===== config.mk =====
export PLATFORM = sky130hd
export DESIGN_NAME = debounce_edge_detect_flat
export DESIGN_NICKNAME = d
export VERILOG_FILES = /design/src/rtl/debounce_pkg.sv /design/src/rtl/debounce_edge_detect_if.sv /design/src/rtl/bit_synchronizer.sv /design/src/rtl/debounce_edge_detect.sv /design/src/flat_wrapper.sv
export SDC_FILE = /design/constraint.sdc
export NUM_CORES = 1
export LEC_CHECK = 0
export BUFFER_PORTS_ARGS = -buffer_cell sky130_fd_sc_hd__buf_2
export CAP_MARGIN = 20
export CORE_MARGIN = 4
export CORE_UTILIZATION = 40
export CTS_BUF_LIST = sky130_fd_sc_hd__clkbuf_4 sky130_fd_sc_hd__clkbuf_8 sky130_fd_sc_hd__clkbuf_16
export CTS_CLUSTER_DIAMETER = 200
export DETAILED_ROUTE_END_ITERATION = 10
export PLACE_DENSITY = 0.7
export SLEW_MARGIN = 20
export SYNTH_ARGS = -nofsm -noshare
export SYNTH_HDL_FRONTEND = slang
export SYNTH_SLANG_ARGS = --single-unit

===== constraint.sdc =====
create_clock -name clk -period 2.2 [get_ports clk]
set_input_delay 0.22 -clock clk [delete_from_list [all_inputs] [get_ports clk]]
set_output_delay 0.22 -clock clk [all_outputs]
set_load 0.05 [all_outputs]

===== src/rtl/debounce_pkg.sv =====
// Shared types and helpers for the debounce / edge-detect conditioning stage.
package debounce_pkg;

   typedef enum logic [1:0] {
      STABLE_LOW  = 2'd0,
      CHECK_HIGH  = 2'd1,
      STABLE_HIGH = 2'd2,
      CHECK_LOW   = 2'd3
   } state_t;

   localparam int DEFAULT_SYNC_STAGES     = 2;
   localparam int DEFAULT_DEBOUNCE_CYCLES = 4;
   localparam int DEFAULT_GLITCH_W        = 8;

   // Ceiling log2; clog2(1) = 0, clog2(5) = 3.
   function automatic int clog2(input int value);
      int result;
      int rem;
      result = 0;
      rem    = value - 1;
      while (rem > 0) begin
         result++;
         rem = rem >> 1;
      end
      return result;
   endfunction

endpackage


===== src/rtl/debounce_edge_detect_if.sv =====
// Signal bundle between the conditioning stage (slave) and its user (master).
interface debounce_edge_detect_if
   import debounce_pkg::*;
#(
   parameter int GLITCH_W = DEFAULT_GLITCH_W
);
   logic                din_raw;
   logic                glitch_clr;
   logic                dout;
   logic                rise;
   logic                fall;
   logic                busy;
   logic [GLITCH_W-1:0] glitch_cnt;

   modport master (
      output din_raw, glitch_clr,
      input  dout, rise, fall, busy, glitch_cnt
   );

   modport slave (
      input  din_raw, glitch_clr,
      output dout, rise, fall, busy, glitch_cnt
   );
endinterface


===== src/rtl/bit_synchronizer.sv =====
// Plain multi-flop synchroniser for one asynchronous bit; no logic between stages.
module bit_synchronizer #(
   parameter int STAGES = 2
) (
   input  logic clk,
   input  logic reset,
   input  logic d,
   output logic q
);
   logic [STAGES-1:0] chain_reg;

   always_ff @(posedge clk or negedge reset) begin
      if (!reset) begin
         chain_reg <= '0;
      end else begin
         chain_reg <= {chain_reg[STAGES-2:0], d};
      end
   end

   assign q = chain_reg[STAGES-1];
endmodule


===== src/rtl/debounce_edge_detect.sv =====
// Synchronises a bouncing input, rejects short pulses, and emits a clean level
// with one-cycle rise/fall pulses plus a saturating count of aborted transitions.
module debounce_edge_detect
   import debounce_pkg::*;
#(
   parameter int SYNC_STAGES     = DEFAULT_SYNC_STAGES,
   parameter int DEBOUNCE_CYCLES = DEFAULT_DEBOUNCE_CYCLES,
   parameter int GLITCH_W        = DEFAULT_GLITCH_W
) (
   input logic                    clk,
   input logic                    reset,
   debounce_edge_detect_if.slave  bus
);
   localparam int CNT_W = clog2(DEBOUNCE_CYCLES + 1);
   localparam logic [CNT_W-1:0]    CNT_ONE    = CNT_W'(1);
   localparam logic [CNT_W-1:0]    CNT_LAST   = CNT_W'(DEBOUNCE_CYCLES - 1);
   localparam logic [GLITCH_W-1:0] GLITCH_MAX = '1;

   logic                s;
   state_t              state_reg, state_next;
   logic [CNT_W-1:0]    cnt_reg, cnt_next;
   logic [GLITCH_W-1:0] glitch_reg, glitch_next;
   logic                rise_reg, rise_next;
   logic                fall_reg, fall_next;
   logic                aborted;

   bit_synchronizer #(.STAGES(SYNC_STAGES)) u_sync (
      .clk   (clk),
      .reset (reset),
      .d     (bus.din_raw),
      .q     (s)
   );

   always_ff @(posedge clk or negedge reset) begin
      if (!reset) begin
         state_reg  <= STABLE_LOW;
         cnt_reg    <= '0;
         glitch_reg <= '0;
         rise_reg   <= 1'b0;
         fall_reg   <= 1'b0;
      end else begin
         state_reg  <= state_next;
         cnt_reg    <= cnt_next;
         glitch_reg <= glitch_next;
         rise_reg   <= rise_next;
         fall_reg   <= fall_next;
      end
   end

   always_comb begin
      state_next = state_reg;
      cnt_next   = cnt_reg;
      rise_next  = 1'b0;
      fall_next  = 1'b0;
      aborted    = 1'b0;
      case (state_reg)
         STABLE_LOW: begin
            if (s) begin
               // A one-cycle filter skips the CHECK state entirely.
               if (DEBOUNCE_CYCLES == 1) begin
                  state_next = STABLE_HIGH;
                  rise_next  = 1'b1;
               end else begin
                  state_next = CHECK_HIGH;
                  cnt_next   = CNT_ONE;
               end
            end
         end
         CHECK_HIGH: begin
            if (!s) begin
               state_next = STABLE_LOW;
               cnt_next   = '0;
               aborted    = 1'b1;
            end else if (cnt_reg == CNT_LAST) begin
               state_next = STABLE_HIGH;
               cnt_next   = '0;
               rise_next  = 1'b1;
            end else begin
               cnt_next = cnt_reg + CNT_W'(1);
            end
         end
         STABLE_HIGH: begin
            if (!s) begin
               if (DEBOUNCE_CYCLES == 1) begin
                  state_next = STABLE_LOW;
                  fall_next  = 1'b1;
               end else begin
                  state_next = CHECK_LOW;
                  cnt_next   = CNT_ONE;
               end
            end
         end
         CHECK_LOW: begin
            if (s) begin
               state_next = STABLE_HIGH;
               cnt_next   = '0;
               aborted    = 1'b1;
            end else if (cnt_reg == CNT_LAST) begin
               state_next = STABLE_LOW;
               cnt_next   = '0;
               fall_next  = 1'b1;
            end else begin
               cnt_next = cnt_reg + CNT_W'(1);
            end
         end
         default: begin
            state_next = STABLE_LOW;
            cnt_next   = '0;
         end
      endcase

      // Clear takes priority over a coincident abort.
      glitch_next = glitch_reg;
      if (bus.glitch_clr) begin
         glitch_next = '0;
      end else if (aborted && (glitch_reg != GLITCH_MAX)) begin
         glitch_next = glitch_reg + GLITCH_W'(1);
      end
   end

   assign bus.dout       = (state_reg == STABLE_HIGH) || (state_reg == CHECK_LOW);
   assign bus.busy       = (state_reg == CHECK_HIGH) || (state_reg == CHECK_LOW);
   assign bus.rise       = rise_reg;
   assign bus.fall       = fall_reg;
   assign bus.glitch_cnt = glitch_reg;
endmodule


===== src/flat_wrapper.sv =====
// flat-port wrapper written by rule: the top's interface ports become plain ports
module debounce_edge_detect_flat import debounce_pkg::*;
#(
   parameter int SYNC_STAGES     = DEFAULT_SYNC_STAGES,
   parameter int DEBOUNCE_CYCLES = DEFAULT_DEBOUNCE_CYCLES,
   parameter int GLITCH_W        = DEFAULT_GLITCH_W
)
  (clk, reset, bus_din_raw, bus_glitch_clr, bus_dout, bus_rise, bus_fall, bus_busy, bus_glitch_cnt);
  debounce_edge_detect_if #(.GLITCH_W(GLITCH_W)) bus_i ();
  input logic clk;
  input logic reset;
  input wire logic [$bits(bus_i.din_raw)-1:0] bus_din_raw;
  input wire logic [$bits(bus_i.glitch_clr)-1:0] bus_glitch_clr;
  output wire logic [$bits(bus_i.dout)-1:0] bus_dout;
  output wire logic [$bits(bus_i.rise)-1:0] bus_rise;
  output wire logic [$bits(bus_i.fall)-1:0] bus_fall;
  output wire logic [$bits(bus_i.busy)-1:0] bus_busy;
  output wire logic [$bits(bus_i.glitch_cnt)-1:0] bus_glitch_cnt;
  assign bus_i.din_raw = bus_din_raw;
  assign bus_i.glitch_clr = bus_glitch_clr;
  assign bus_dout = bus_i.dout;
  assign bus_rise = bus_i.rise;
  assign bus_fall = bus_i.fall;
  assign bus_busy = bus_i.busy;
  assign bus_glitch_cnt = bus_i.glitch_cnt;
  debounce_edge_detect #(.SYNC_STAGES(SYNC_STAGES), .DEBOUNCE_CYCLES(DEBOUNCE_CYCLES), .GLITCH_W(GLITCH_W)) u_core (.clk(clk), .reset(reset), .bus(bus_i));
endmodule

==> impl_metrics.csv, run 1 <==
group,metric,value,unit
run_status,status,"completed",
synthesis,synth_area_per_cell,10.58,um2
synthesis,synth_common_cells,"dfrtp_1, a21oi_1, nand2_1, o21ai_0",
route,drc,0,
synthesis,synth_edf_count,0,
sta,post-route-period-util,0.9231,
sta,clock_skew,0.002126,ns
route,finalWirelength,1315,um
floorplan,die_area,2667,um2
route,drt_iter0_markers,2,
power_and_ir_drop,p_leak,0.4295,nW
clocking,cts_tree,"done",
sta,worst_slack,0.1692,ns
synthesis,synth.most_common_cell,"dfrtp_1",
setup_path,start_kind,"flop",
sta,fmax,0.4924,GHz
final_layout,antennaDiodeCount,0,
floorplan,die_w,51.65,um
route,via_count,572,
synthesis,yosysWarnings,0,
grt,grt_max_degree,18,
synthesis,yosys.area.top_type,"dfrtp_1",
placement,port_buffers,15,
synthesis,synth_ff_type,"dfrtp_1",
floorplan,start_util,0.4319,
grt,grt.overflow.total,0,
clocking,postCtsSetupBuffers,0,
synthesis,yosysSeqAreaShare,0.5583,
clocking,cts_buffers,3,
sta,rsz0062_at_grt,"false",
grt,grt_pass1_wl,2332,um
final_layout,drive_above_1_share,0.2360,
route,dr.pass1.iters,4,
synthesis,async_flop_share,1.000,
placement,place_inst,108,
clocking,post_cts_resized,0,
synthesis,synth.top_cells.by_area,"dfrtp_1, a21oi_1, ha_1, o21ai_0, or3_1",
floorplan,pin_count,16,
power_and_ir_drop,power_frac_clock,0.187,
power_and_ir_drop,internal-power,0.5328,mW
clocking,htree_num_levels,1,
sta,fin_crit,2.031,ns
placement,gp_congestion,0.7907,
final_layout,final_cells,114,
clocking,clk_path_buf_depth,2,
floorplan,chipHeight,51.65,um
clocking,path_clk_slew,0.10,ns
power_and_ir_drop,power_density,1029,nW/um2
clocking,cts.sinks,17,
power_and_ir_drop,vdd_drop_max,0.0007826,V
final_layout,final_nets,96,
floorplan,coreArea,1764,um2
sta,worst_pin_slew,0.3755,ns
sta,hold_viol_final,0,
hold_path,hp-class,"primary input to flop",
grt,grt_usage,0.1204,
power_and_ir_drop,power.switching,0.3890,mW
synthesis,ys_ff_latch,17,
sta,final_max_slew_viol_count,0,
placement,dp_hpwl,964.3,um
synthesis,synthDistinctLibCells,24,
setup_path,critical_path_arrival,2.26,ns
power_and_ir_drop,seq_power_share,0.447,
clocking,clkLatencyLatePin,0.29,ns
power_and_ir_drop,p_comb_frac,0.366,
setup_path,crit_required,2.43,ns
sta,maxSlewHeadroom,0.7497,
route,via_per_inst,5.018,
grt,antenna_found_initial,0,
route,wl_per_cell,11.54,um
clocking,cts-root-buf,"clkbuf_4",
grt,grt_pass1_vias,551,
placement,place_worst_setup_slack,0.1871,ns
route,route.antenna.remaining_nets,0,
synthesis,syn_nets,78,
setup_path,path_class,"flop to flop",
job,cap_violations,0,
setup_path,crit_fanout,14,
synthesis,syn_inst,72,
final_layout,layout-area-overhead-vs-synth,17.57,%
final_layout,largest_reg_flops,8,
setup_path,critPathCaptureType,"flop",
sta,final.setup.tns,0,ns
synthesis,yosysTopAreaCellShare,0.5583,
sta,finalSetupViolCount,0,
floorplan,placementRows,15,
power_and_ir_drop,power.share.switching,0.4220,
synthesis,syn-cell-area,762.0,um2
[layout by cell type (no fill, tap or decap), drive strengths merged]
cell type / instances
mux2i: 1
o21ai: 5
a21oi: 6
dfrtp: 17
mux2: 1
o31ai: 3
nor2: 4
and3: 1
or3: 4
ha: 2
nor3b: 2
clkinvlp: 1
or4: 2
clkbuf: 3
and2: 1
buf: 15
nor2b: 1
xor2: 2
nand3: 3
o21a: 2
inv: 3
a211o: 1
and4: 1
nand2: 6
dlygate4sd3: 2
[timing repair]
item | 4_1_cts | 5_1_grt
endpoints found under the hold margin | 17 | 1
hold buffers | 1 | 1
setup endpoints to repair | 0 | 0
[cells by family (layout without fill, tap and decap cells)]
kind of cell    count (synthesis)  after routing  share of synthesized area
mux                             2              2                    0.02791
compound gates                 17             17                     0.1330
buf+inv                         7             24                    0.04433
flops                          17             17                     0.5583
simple gates                   25             25                     0.1806
xor+xnor                        2              2                    0.02299
fa+ha+maj                       2              2                    0.03284
[layer usage]
layer / global-route usage / vias to the layer above / part of all wire
met5: 0 / - / 0
met4: 0.04367 / 0 / 0.011
met3: 0.06304 / 2 / 0.056
met2: 0.1949 / 10 / 0.49
met1: 0.1342 / 273 / 0.44
li1: - / 287 / -
[worst max-delay path: stages (launching register included)]
cell     delay, ns
dfrtp_1       0.45
ha_1          0.26
and3_1        0.16
a211o_1       0.44
or4_1         0.51
a21oi_1       0.15
[worst paths after layout]
kind | depth (start not counted) | endpoint | start | slack, ns
worst max-delay path | 5 | u_core.bus.glitch_cnt[7] | u_core.bus.glitch_cnt[0] | 0.17
worst min-delay path | 2 | u_core.bus.glitch_cnt[2] | bus_glitch_clr | 0.18
worst max register to register | 5 | u_core.bus.glitch_cnt[7] | u_core.bus.glitch_cnt[0] | 0.17
worst min register to register | 0 | u_core.u_sync.chain_reg[1] | u_core.u_sync.chain_reg[0] | 0.36
max in group asynchronous | 2 | u_core.cnt_reg[1] | reset | 1.57
min in group asynchronous | 2 | u_core.bus.glitch_cnt[3] | reset | 0.36
[power by group through the flow]
| stage | logic (mW) | registers (mW) | clock network, mW |
|---|---|---|---|
| CTS | 0.339 | 0.413 | 0.180 |
| detailed placement | 0.337 | 0.420 | 0 |
| global route | 0.374 | 0.421 | 0.195 |
| floorplan | 0.250 | 0.457 | 0 |
| finish | 0.337 | 0.412 | 0.173 |
| global placement | 0.331 | 0.416 | 0 |
[metrics by stage]
step	total power, mW	hold slack (ns)	instance area [um2]	util
floorplan	0.7074	-0.07559	762.0	-
global placement	0.7475	0.1569	845.8	0.4794
detailed placement	0.7563	0.1593	845.8	0.4794
CTS	0.9323	0.01096	885.9	0.5021
global route	0.9909	0.1824	895.9	0.5078
finish	0.9218	0.1783	895.9	0.5078
[cell type report]
cell class	instances	area, um2
clock buffer	3	22.52
timing repair buffer	17	95.09
tap	25	31.28
inverter	3	11.26
fill	180	868.3
multi-input combinational	48	302.8
sequential	17	425.4
clock inverter	1	7.507
Power figures use the tool's default switching activity.
==> run 2, diff against run 1 <==
--- a/config.mk
+++ b/config.mk
@@ -8,10 +8,12 @@
 export BUFFER_PORTS_ARGS = -buffer_cell sky130_fd_sc_hd__buf_2
 export CAP_MARGIN = 20
+export CELL_PAD_IN_SITES_DETAIL_PLACEMENT = 1
+export CELL_PAD_IN_SITES_GLOBAL_PLACEMENT = 1
 export CORE_MARGIN = 4
-export CORE_UTILIZATION = 40
+export CORE_UTILIZATION = 39
 export CTS_BUF_LIST = sky130_fd_sc_hd__clkbuf_4 sky130_fd_sc_hd__clkbuf_8 sky130_fd_sc_hd__clkbuf_16
 export CTS_CLUSTER_DIAMETER = 200
 export DETAILED_ROUTE_END_ITERATION = 10
-export PLACE_DENSITY = 0.7
+export PLACE_DENSITY = 0.83
 export SLEW_MARGIN = 20
 export SYNTH_ARGS = -nofsm -noshare
==> constraint.sdc (replaced) <==
create_clock -name clk -period 2.2 [get_ports clk]
set_input_delay 0.11 -clock clk [delete_from_list [all_inputs] [get_ports clk]]
set_output_delay 0.11 -clock clk [all_outputs]
set_load 0.05 [all_outputs]
==> run 2 against run 1 <==
Net effect: combinational power is 3% higher; clock skew is 0.0014 ns higher; die area is 2.2% higher; critical path type unchanged; critical endpoint unchanged; largest cell class unchanged; highest routed layer unchanged.
==> impl_metrics.csv, run 2 (synthesis results as in run 1) <==
group,metric,value,unit
run_status,status,"completed",
clocking,ctsHoldBuffers,2,
setup_path,cp-startpoint,"u_core.bus.glitch_cnt[0]",
sta,final_max_slew_viol_count,0,
final_layout,final_nets,96,
setup_path,start_kind,"flop",
setup_path,rr_startpoint,"u_core.bus.glitch_cnt[0]",
route,drc,0,
clocking,cts_tree,"done",
clocking,clkLatencyLatePin,0.28,ns
sta,post-route-period-util,0.9289,
floorplan,pin_count,16,
setup_path,crit_required,2.41,ns
clocking,postCtsSetupBuffers,0,
route,via_per_inst,5.316,
final_layout,layout-area-overhead-vs-synth,17.57,%
sta,final.setup.tns,0,ns
final_layout,nFillCells,210,
setup_path,r2r_end,"u_core.bus.glitch_cnt[7]",
power_and_ir_drop,vdd_drop_max,0.0005261,V
clocking,cts.sinks,17,
sta,finalSetupViolCount,0,
clocking,cts_buffers,3,
grt,grt_pass1_wl,2718,um
power_and_ir_drop,power_density,1050,nW/um2
placement,gp_congestion,0.7700,
grt,grt_max_degree,18,
final_layout,largest_reg_flops,8,
power_and_ir_drop,p_leak,0.4339,nW
final_layout,layout_commonest_cell,"dfrtp_1",
final_layout,final_cell_mix,"dfrtp_1, buf_2, nand2_1, a21oi_1, o21ai_0",
clocking,htree_num_levels,1,
sta,fmax,0.4893,GHz
sta,clock_skew,0.003500,ns
sta,maxSlewHeadroom,0.7010,
grt,antenna_found_initial,0,
floorplan,start_util,0.4274,
sta,fin_crit,2.044,ns
route,route.antenna.remaining_nets,0,
clocking,path_clk_slew,0.10,ns
route,finalWirelength,1558,um
hold_path,min_from,"bus_glitch_clr",
power_and_ir_drop,finalPower,0.9402,mW
final_layout,antennaDiodeCount,0,
grt,grt_pass1_vias,613,
clocking,post_cts_resized,0,
floorplan,chipHeight,52.20,um
sta,hold_viol_final,0,
setup_path,path_class,"flop to flop",
power_and_ir_drop,power.switching,0.3939,mW
placement,dp_hpwl,1113,um
power_and_ir_drop,power.share.switching,0.4189,
power_and_ir_drop,p_comb_frac,0.369,
setup_path,r2r_cells,5,
hold_path,hp-class,"primary input to flop",
floorplan,die_w,52.20,um
setup_path,crit_fanout,14,
power_and_ir_drop,power_frac_clock,0.189,
floorplan,die_area,2725,um2
final_layout,drive_above_1_share,0.2360,
grt,grt_usage,0.1377,
setup_path,cp-endpoint,"u_core.bus.glitch_cnt[7]",
job,cap_violations,0,
setup_path,critical_path_arrival,2.26,ns
setup_path,critPathCaptureType,"flop",
placement,port_buffers,15,
power_and_ir_drop,internal-power,0.5463,mW
sta,rsz0062_at_grt,"false",
floorplan,coreArea,1783,um2
clocking,clk_path_buf_depth,2,
route,wl_per_cell,13.67,um
route,via_count,606,
setup_path,reg2reg_slack,0.16,ns
grt,grt.overflow.total,0,
route,drt_iter0_markers,2,
floorplan,placementRows,15,
power_and_ir_drop,seq_power_share,0.442,
sta,worst_pin_slew,0.4470,ns
clocking,cts-root-buf,"clkbuf_4",
route,dr.pass1.iters,2,
==> run 2: cell count changes in the layout (fill, tap and decap cells not counted), sizes merged <==
cell      before  now
clkbuf         3    4
clkinvlp       1    0
==> run 2: cell type report <==
cell class / count / area, um2 / area share
Clock buffer: 4 / 30.03 / 0.03352
Inverter: 3 / 11.26 / 0.01257
Multi-Input combinational cell: 48 / 302.8 / 0.3380
Sequential cell: 17 / 425.4 / 0.4749
Tap cell: 25 / 31.28 / 0.03492
Timing Repair Buffer: 17 / 95.09 / 0.1061
==> run 2: power by group through the flow <==
stage	clock network, mW	logic (mW)	registers [mW]
after floorplan	0	0.250	0.457
after global placement	0	0.336	0.416
after detailed placement	0	0.348	0.422
after CTS	0.184	0.352	0.416
after global routing	0.203	0.381	0.427
final	0.177	0.347	0.416
==> run 2: how the worst min path moves through the flow <==
stage	to	slack [ns]	cells past startpoint
final	u_core.bus.glitch_cnt[2]	0.08	2
after global routing	u_core.bus.glitch_cnt[3]	0.08	2
after CTS	u_core.bus.glitch_cnt[2]	0.07	2
after detailed placement	u_core.bus.glitch_cnt[5]	0.06	1
after global placement	u_core.bus.glitch_cnt[4]	0.06	1
after floorplan	async pin	-0.19	0
==> run 2: stage by stage <==
step,util,setup WS [ns],hold WS (ns),instance area [um2],std cells
detailed placement,0.4744,0.1624,0.06091,845.8,108
CTS,0.5025,0.1477,0.07437,895.9,114
floorplan,-,0.1456,-0.1856,762.0,72
finish,0.5025,0.1564,0.07541,895.9,114
global placement,0.4744,0.2574,0.05806,845.8,108
global route,0.5025,0.03297,0.08068,895.9,114
==> run 2: metal layers <==
layer | global-route usage | vias up | part of all wire
met2 | 0.2343 | 10 | 0.51
li1 | - | 284 | -
met4 | 0.06383 | 0 | 0.011
met3 | 0.03704 | 2 | 0.030
met5 | 0 | - | 0
met1 | 0.1600 | 310 | 0.45
==> run 2: worst max-delay path: stages (launching register included) <==
cell and delay [ns]:
dfrtp_1 0.44, ha_1 0.26, and3_1 0.15, a211o_1 0.45
or4_1 0.52, a21oi_1 0.15
==> run 3, diff against run 2 <==
- CORE_UTILIZATION: 39 -> 40
- PLACE_DENSITY: 0.83 -> 0.85
- SYNTH_HIERARCHICAL: unset -> 1
- clock period: 2.2 -> 2.6 ns (I/O delays scaled with it)
==> run 3 against run 2 <==
Net effect: count of clock-buffer cells in the layout stayed put; combinational power is 14% lower; synthesized cell count is 5.6% higher; core utilization is 1.6 points higher; largest power group unchanged; flip-flop and latch count stayed put; final cell count is 2.6% higher; sequential power is 11% lower; sequential share of layout area is 1.9 points lower.
==> impl_metrics.csv, run 3 <==
group,metric,value,unit
sta,rsz0062_at_grt,"false",
placement,dp_hpwl,1227,um
setup_path,path_class,"flop to flop",
floorplan,coreArea,1802,um2
floorplan,die_area,2770,um2
synthesis,async_flop_share,1.000,
synthesis,syn-cell-area,797.0,um2
power_and_ir_drop,finalPower,0.8208,mW
setup_path,crit_slowest_cell,"or4_1",
sta,finalSetupViolCount,0,
route,wl_per_cell,15.09,um
synthesis,synth_compound_area_frac,0.09576,
synthesis,synth_common_cells,"dfrtp_1, nand2_1, nor2_1, mux2i_1, nor3_1",
floorplan,pin_count,16,
clocking,cts_buffers,3,
synthesis,syn_nets,82,
synthesis,yosysTopAreaCellShare,0.5338,
synthesis,synth_top_family_by_area,"simple AND/OR/NAND/NOR gates",
hold_path,hp-class,"primary input to flop",
synthesis,synth_mux_area_frac,0.07849,
setup_path,start_kind,"flop",
setup_path,crit_chain,"xnor2_2 -> nand2_1 -> or4_1 -> a21oi_1",
grt,antenna_found_initial,0,
grt,grt_usage,0.1559,
clocking,ctsHoldBuffers,2,
floorplan,die_w,52.64,um
clocking,cts_tree,"done",
synthesis,synthDistinctLibCells,30,
floorplan,start_util,0.4424,
setup_path,critical-path-max-stage-delay,0.53,ns
sta,hold_viol_final,0,
setup_path,crit_required,2.82,ns
synthesis,synth_edf_count,0,
setup_path,crit_fanout,12,
clocking,path_clk_slew,0.09,ns
synthesis,syn_inst,76,
sta,clock_skew,0.001685,ns
grt,grt_max_degree,18,
synthesis,yosys.area_share.xor_xnor,0.03140,
synthesis,yosysWarnings,6,
clocking,cts.sinks,17,
clocking,htree_num_levels,1,
synthesis,synthAdderAreaFrac,0.03140,
run_status,status,"completed",
power_and_ir_drop,vdd_drop_max,0.0004283,V
synthesis,synth_ff_type,"dfrtp_1",
final_layout,layout-area-overhead-vs-synth,17.11,%
placement,place_worst_setup_slack,0.8218,ns
floorplan,chipHeight,52.64,um
sta,worst_slack,0.7392,ns
route,via_per_inst,5.470,
power_and_ir_drop,p_leak,0.4634,nW
grt,grt.overflow.total,0,
clocking,cts-root-buf,"clkbuf_4",
synthesis,synth.top_cells.by_area,"dfrtp_1, mux2i_1, ha_1, mux2_2, nand2_1",
synthesis,synthSimpleGateAreaFrac,0.1947,
clocking,clkLatencyLatePin,0.29,ns
synthesis,ys_ff_latch,17,
route,drt_iter0_markers,14,
final_layout,antennaDiodeCount,0,
final_layout,largest_reg_flops,8,
synthesis,synth_area_per_cell,10.49,um2
route,via_count,640,
route,drc,0,
setup_path,critical_path_arrival,2.08,ns
synthesis,yosys.area.top_type,"dfrtp_1",
sta,post-route-period-util,0.7157,
grt,grt_pass1_wl,3077,um
power_and_ir_drop,power_density,879.4,nW/um2
sta,final_max_slew_viol_count,0,
floorplan,placementRows,15,
sta,fmax,0.5374,GHz
route,dr.pass1.iters,4,
clocking,postCtsSetupBuffers,0,
setup_path,critPathCaptureType,"flop",
clocking,post_cts_resized,0,
final_layout,final_cell_mix,"dfrtp_1, buf_2, nand2_1, nor2_1",
sta,worst_pin_slew,0.5521,ns
route,finalWirelength,1765,um
sta,fin_crit,1.861,ns
final_layout,layout_commonest_cell,"dfrtp_1",
route,route.antenna.remaining_nets,0,
sta,final.setup.tns,0,ns
clocking,clk_path_buf_depth,2,
placement,port_buffers,15,
grt,grt_pass1_vias,634,
synthesis,yosysSeqAreaShare,0.5338,
placement,gp_congestion,0.7369,
setup_path,reg2reg_slack,0.74,ns
final_layout,drive_above_1_share,0.2391,
job,cap_violations,0,
synthesis,synth.most_common_cell,"dfrtp_1",
final_layout,final_nets,99,
sta,maxSlewHeadroom,0.6301,
## run 3: changes by cell type after synthesis, moves of 2 or more
cell | previous run | this run
nand4_1 | 0 | 2
o31ai_1 | 3 | 1
nor3_1 | 0 | 4
mux2i_1 | 1 | 4
nor2_1 | 4 | 6
a21oi_1 | 6 | 3
or3_1 | 4 | 0
o21ai_0 | 5 | 2
nor2b_1 | 1 | 3
## run 3: cell families (layout without fill, tap and decap cells)
| kind of cell | after synthesis | in the layout |
|---|---|---|
| AO/OA/AOI/OAI | 12 | 12 |
| XOR/XNOR | 2 | 2 |
| adder cells (fa/ha/maj) | 2 | 2 |
| buffers and inverters | 7 | 23 |
| flip-flops | 17 | 17 |
| multiplexers | 6 | 6 |
| AND/OR/NAND/NOR | 30 | 30 |
## run 3: worst paths after layout
check,from,end,depth (start not counted)
worst max-delay path,flop,u_core/bus.glitch_cnt[6],4
worst min-delay path,bus_glitch_clr,u_core/bus.glitch_cnt[6],2
worst max register to register,flop,u_core/bus.glitch_cnt[6],4
worst min register to register,u_core/u_sync/chain_reg[0],u_core/u_sync/chain_reg[1],0
max in group asynchronous,reset,u_core/bus.glitch_cnt[6],2
min in group asynchronous,reset,u_core/bus.glitch_cnt[1],2
## run 3: cell type report
| class | count | area [um2] |
|---|---|---|
| inverters | 2 | 7.507 |
| well taps | 25 | 31.28 |
| repair buffers | 17 | 95.09 |
| clock buffers | 4 | 30.03 |
| multi-input cells | 52 | 344.1 |
| flip-flops and latches | 17 | 425.4 |
| fillers | 209 | 868.3 |
## run 3: worst max-delay path: cells and delay by family, from the launching register on
kind / cells / cell delay (ns)
DFF: 1 / 0.45
xor gates and xnor gates: 1 / 0.50
AOI/OAI and AO/OA: 1 / 0.16
and+or+nand+nor: 2 / 0.69
## run 3: stage by stage
stage                     std cells  area, um2    util  hold slack [ns]
final                           117      933.4  0.5181           0.1201
after global routing            117      933.4  0.5181          0.09441
after CTS                       117      933.4  0.5181           0.1079
after detailed placement        111      883.3  0.4903          0.07280
after global placement          111      883.3  0.4903          0.06780
after floorplan                  76      797.0       -          -0.1656
## run 3: routing by layer
metal | track usage | vias up | routed length (um)
met5 | 0 | - | 0
li1 | - | 302 | -
met3 | 0.04558 | 2 | 85
met4 | 0.05106 | 0 | 14
met1 | 0.1960 | 316 | 809
met2 | 0.2541 | 20 | 856
## run 3: power by group
group | switching [mW] | leakage, nW | internal (mW)
Combinational | 0.200 | 0.220 | 0.0989
Sequential | 0.0649 | 0.225 | 0.305
Clock | 0.0811 | 0.0184 | 0.0701
Total | 0.346 | 0.463 | 0.474
